File: src/rtl/dense_pass_scheduler.sv
// dense_pass_scheduler: runs a PAR-lane dense neuron bank NPASS times per
// input vector, gathers each pass's lane results into an output buffer and
// hands the full OUT_NEUR-wide vector downstream with valid/ready.
// Optional feature macro: DENSE_SEQ_RELU_EN (ReLU applied to captured lanes).
module dense_pass_scheduler #(
    parameter int DATA_W       = 16,
    parameter int OUT_NEUR     = 32,
    parameter int PAR          = 8,
    parameter int DONE_TIMEOUT = 1023,
    localparam int NPASS       = (OUT_NEUR + PAR - 1) / PAR,
    localparam int PASS_W      = (NPASS > 1) ? $clog2(NPASS) : 1
) (
    input  logic                       clk,
    input  logic                       rst,
    input  logic                       in_valid,
    output logic                       in_ready,
    output logic                       dp_start,
    output logic [PASS_W-1:0]          dp_pass,
    input  logic                       dp_done,
    input  logic [PAR*DATA_W-1:0]      dp_out,
    output logic                       out_valid,
    input  logic                       out_ready,
    output logic [OUT_NEUR*DATA_W-1:0] out_vec,
    output logic                       busy,
    output logic                       err
);

    localparam int CNT_W = $clog2(DONE_TIMEOUT + 1);
    localparam logic [PASS_W-1:0] LAST_PASS = PASS_W'(NPASS - 1);
    localparam logic [CNT_W-1:0]  CNT_LIMIT = CNT_W'(DONE_TIMEOUT - 1);

    typedef enum logic [2:0] {
        S_IDLE,
        S_START,
        S_WAIT,
        S_OUT,
        S_ERR
    } state_t;

    state_t                       state_q, state_d;
    logic [PASS_W-1:0]            pass_q, pass_d;
    logic [CNT_W-1:0]             cnt_q, cnt_d;
    logic [OUT_NEUR*DATA_W-1:0]   vec_q, vec_d;

    // Lane conditioning applied on capture: identity, or ReLU when enabled.
    function automatic logic [DATA_W-1:0] lane_fn(input logic [DATA_W-1:0] x);
`ifdef DENSE_SEQ_RELU_EN
        return x[DATA_W-1] ? '0 : x;
`else
        return x;
`endif
    endfunction

    // Next-state, pass sequencing, timeout counting and lane capture.
    always_comb begin
        // NOTE: every variable gets its hold value first so no path through
        // the case leaves one unassigned, which would infer a latch.
        state_d = state_q;
        pass_d  = pass_q;
        cnt_d   = cnt_q;
        vec_d   = vec_q;
        unique case (state_q)
            S_IDLE: begin
                if (in_valid) begin
                    state_d = S_START;
                    pass_d  = '0;
                end
            end
            S_START: begin
                cnt_d   = '0;
                state_d = S_WAIT;
            end
            S_WAIT: begin
                if (dp_done) begin
                    // Slot j comes from lane j%PAR of pass j/PAR; lanes past
                    // OUT_NEUR on the last pass have no slot and are dropped.
                    for (int j = 0; j < OUT_NEUR; j++) begin
                        if (pass_q == PASS_W'(j / PAR)) begin
                            vec_d[j*DATA_W +: DATA_W] =
                                lane_fn(dp_out[(j % PAR)*DATA_W +: DATA_W]);
                        end
                    end
                    if (pass_q == LAST_PASS) begin
                        state_d = S_OUT;
                    end else begin
                        pass_d  = pass_q + PASS_W'(1);
                        state_d = S_START;
                    end
                end else if (cnt_q == CNT_LIMIT) begin
                    state_d = S_ERR;
                end else begin
                    cnt_d = cnt_q + CNT_W'(1);
                end
            end
            S_OUT: begin
                if (out_ready) begin
                    state_d = S_IDLE;
                    pass_d  = '0;
                end
            end
            S_ERR: begin
                state_d = S_ERR;
            end
            default: begin
                state_d = S_IDLE;
            end
        endcase
    end

    // State, pass index, timeout counter and output buffer registers.
    always_ff @(posedge clk) begin
        // NOTE: sequential state uses non-blocking assignments so every flop
        // samples its _d value from before this edge.
        if (rst) begin
            state_q <= S_IDLE;
            pass_q  <= '0;
            cnt_q   <= '0;
            // NOTE: the output buffer is cleared on reset because out_vec is
            // architecturally visible and must read zero after reset.
            vec_q   <= '0;
        end else begin
            state_q <= state_d;
            pass_q  <= pass_d;
            cnt_q   <= cnt_d;
            vec_q   <= vec_d;
        end
    end

    assign in_ready  = (state_q == S_IDLE);
    assign dp_start  = (state_q == S_START);
    assign dp_pass   = pass_q;
    assign out_valid = (state_q == S_OUT);
    assign out_vec   = vec_q;
    assign busy      = (state_q == S_START) || (state_q == S_WAIT) || (state_q == S_OUT);
    assign err       = (state_q == S_ERR);

endmodule

File: config.mk
export PLATFORM = sky130hd
export DESIGN_NAME = dense_pass_scheduler
export DESIGN_NICKNAME = d
export VERILOG_FILES = /design/src/rtl/dense_pass_scheduler.sv
export SDC_FILE = /design/constraint.sdc
export NUM_CORES = 1
export LEC_CHECK = 0
export CAP_MARGIN = 15
export CORE_AREA = 2 2 252 254
export CTS_BUF_LIST = sky130_fd_sc_hd__clkbuf_2 sky130_fd_sc_hd__clkbuf_4 sky130_fd_sc_hd__clkbuf_8
export CTS_CLUSTER_DIAMETER = 100
export DETAILED_ROUTE_END_ITERATION = 10
export DIE_AREA = 0 0 254 256
export GPL_TIMING_DRIVEN = 0
export PLACE_DENSITY_LB_ADDON = 0.15
export SLEW_MARGIN = 10
export SYNTH_ARGS = -nofsm -noshare
export SYNTH_HDL_FRONTEND = slang
export SYNTH_SLANG_ARGS = --single-unit
File: constraint.sdc
create_clock -name clk -period 3.6 [get_ports clk]
set_input_delay 1.08 -clock clk [delete_from_list [all_inputs] [get_ports clk]]
set_output_delay 1.08 -clock clk [all_outputs]
set_load 0.02 [all_outputs]
==> out/metrics.cfg, run 1 <==
[worst_setup_path]
arrival_ps = 2270
path_class = reg -> out
required_ps = 2520
worstPathMaxFanout = 9
startpoint_type = flop
end_kind = output port

[timing]
fmax_mhz = 299
final.setup.tns_ps = 0
worst_slew_pin_slew_ps = 1190
setup_slack_ps = 254
period_needed_ps = 3350
rsz0062_at_grt = no
max_slew_margin_pct = 20.7
finClkSkew_ps = 27.5
setup_violations = 0
fin_hold_ws_ps = 450
report.final.hold_viol_count = 0
slew_violations = 0
timing.final.crit_share_pct = 92.9

[route]
vias = 18700
wl_per_cell_um = 20.4
wl_um = 81900
vias_per_cell = 4.66
drcViolationCount = 0
dr.first_iter.drc_count = 902
firstDrtPassIters = 5
ant_nets = 0

[yosys]
yosys.area.top_type = dfxtp_1
ys_top_cells_by_count = 1030 x nand2_1, 527 x dfxtp_1, 524 x a21oi_1, 122 x clkbuf_1, 47 x buf_2
ys_types = 36
synthMostInstantiatedCell = nand2_1
syn-mean-instance-area_um2 = 7.83
synthCells = 2342
synth_area_um2 = 18300
synth_edf_count = 0
yosysWarnings = 0
synth_top_area_share_pct = 57.6
synth_area_leaders = dfxtp_1 58%, nand2_1 21%, a21oi_1 14%, clkbuf_1 2.5%, buf_2 1.3%
async_flop_share_pct = 0
synth-seq-area-share_pct = 57.6
synth-main-ff-cell = dfxtp_1
ys_seq_elements = 527
synth.net_count = 2481

[power]
power-per-cell-area_nw_per_um2 = 494
worst_ir_drop_vdd_v = 0.000309
p_leak_nw = 9.28

[global_routing]
antenna_found_initial = 6
grt_pass1_wl_um = 118000
grt_overflow = 0
grtUsageTotal_pct = 24.3
grt_pass1_vias = 18200
grt_max_degree = 14

[floorplan]
rows = 92
ios = 652
coreArea_um2 = 62400
fp.dieArea_um2 = 65000
dieWidth_um = 254
initial_core_util_pct = 29.4
die_h_um = 256

[min_path]
min_path_type = reg -> reg

[clock_tree]
cts_hold_buf = 0
cts_buffers = 94
path_clk_slew_ps = 60
clk_latency_ps = 700
cts_root_buffer = clkbuf_8
tritoncts = built
cts.sinks = 527
htreeDepth = 3
cts_buffer_depth = 3

[placed_design]
placed_cell_area_um2 = 26000
place.gp.congestion = 0.872
dp_hpwl_um = 62400
pre_cts_ws_ps = 6.92
io_buffers = 650

[final_layout]
seqCellArea_um2 = 10600
final_area_um2 = 28000
postLayoutCoreUtil_pct = 44.8
fillerInstances = 6294
multi_input_area_um2 = 7030
area_delta_synth_final_pct = 52.6
layout.nets = 3231
drive_gt1_share_pct = 7.27

[outcome]
status = finished clean

[run]
maxCapViolations = 0

[critical path: stages, from the launching register on]
cell and delay (ps):
dfxtp_1 360, or3b_2 450, clkbuf_1 220, inv_1 190, dlygate4sd2_1 380
[cell type report]
cell class	instances	area share [%]
Inverter	6	0.0805
Antenna cell	4	0.0358
Timing Repair Buffer	654	23.5
Tap cell	846	3.78
Sequential cell	527	37.7
Clock inverter	18	0.528
Multi-Input combinational cell	1633	25.1
Clock buffer	148	6.63
Buffer	176	2.63
[placed cells by master (no fill, tap or decap), types with 4 or more instances in the layout]
master / count
dfxtp_1: 527
nand2_1: 1030
buf_2: 47
clkinv_2: 10
and3_1: 4
diode_2: 4
clkbuf_4: 29
nor2_1: 5
o31ai_1: 4
or3_1: 6
nor3_1: 4
ha_1: 6
inv_1: 6
nand3_1: 15
buf_1: 6
clkdlybuf4s50_1: 649
clkbuf_1: 114
clkbuf_2: 8
a21oi_1: 524
clkbuf_8: 119
[logic make-up (layout without fill, tap and decap cells)]
kind of cell	after synthesis	count (layout)	synth area share [%]
AOI/OAI and AO/OA	540	540	14.9
adders and majority gates	6	6	0.410
buffers and inverters	182	1002	4.09
DFF	527	527	57.6
other	0	4	0
and+or+nand+nor	1087	1087	23.0
[final timing paths]
check                                   from            to  slack, ps  cells past startpoint
worst max register to register    state_q[1]  out_vec[228]        680                      8
worst min-delay path            out_vec[354]  out_vec[354]        450                      2
worst max-delay path              state_q[0]      dp_start        250                      4
worst min register to register  out_vec[354]  out_vec[354]        450                      2
[power breakdown]
| group | internal [mW] | switching, mW |
|---|---|---|
| Sequential | 6.02 | 0.103 |
| Clock | 3.34 | 2.58 |
| Combinational | 0.667 | 1.11 |
[through the flow]
step / power (mW) / instances
5_1_grt: 14.4 / 4010
2_1_floorplan: 7.05 / 2342
4_1_cts: 14.0 / 4008
3_5_place_dp: 8.03 / 3842
6_report: 13.8 / 4012
3_3_place_gp: 8.01 / 3838
[registers in the layout, indices dropped and copies added (netlist names)]
signal   count
out_vec    512
cnt_q       10
state_q      3
dp_pass      2
[what timing repair did]
item	in CTS	in global routing
buffers inserted	0	0
setup endpoints to repair	1	1
resized for setup	1	2
gates cloned	0	0
[layer usage]
metal | part of all wire (%) | track usage [%] | vias up
met4 | 2.7 | 7.78 | 2
li1 | - | - | 9079
met2 | 49 | 42.5 | 625
met5 | 0.016 | 0 | -
met3 | 7.9 | 7.78 | 114
met1 | 40 | 28.0 | 8880
No activity file was read; power rests on OpenSTA's default activity.
==> run 2: changes to the inputs <==
TNS_END_PERCENT = 5   (was default)
==> results of run 2 <==
No change in the layout: final DEF, timing and power equal those of run 1.
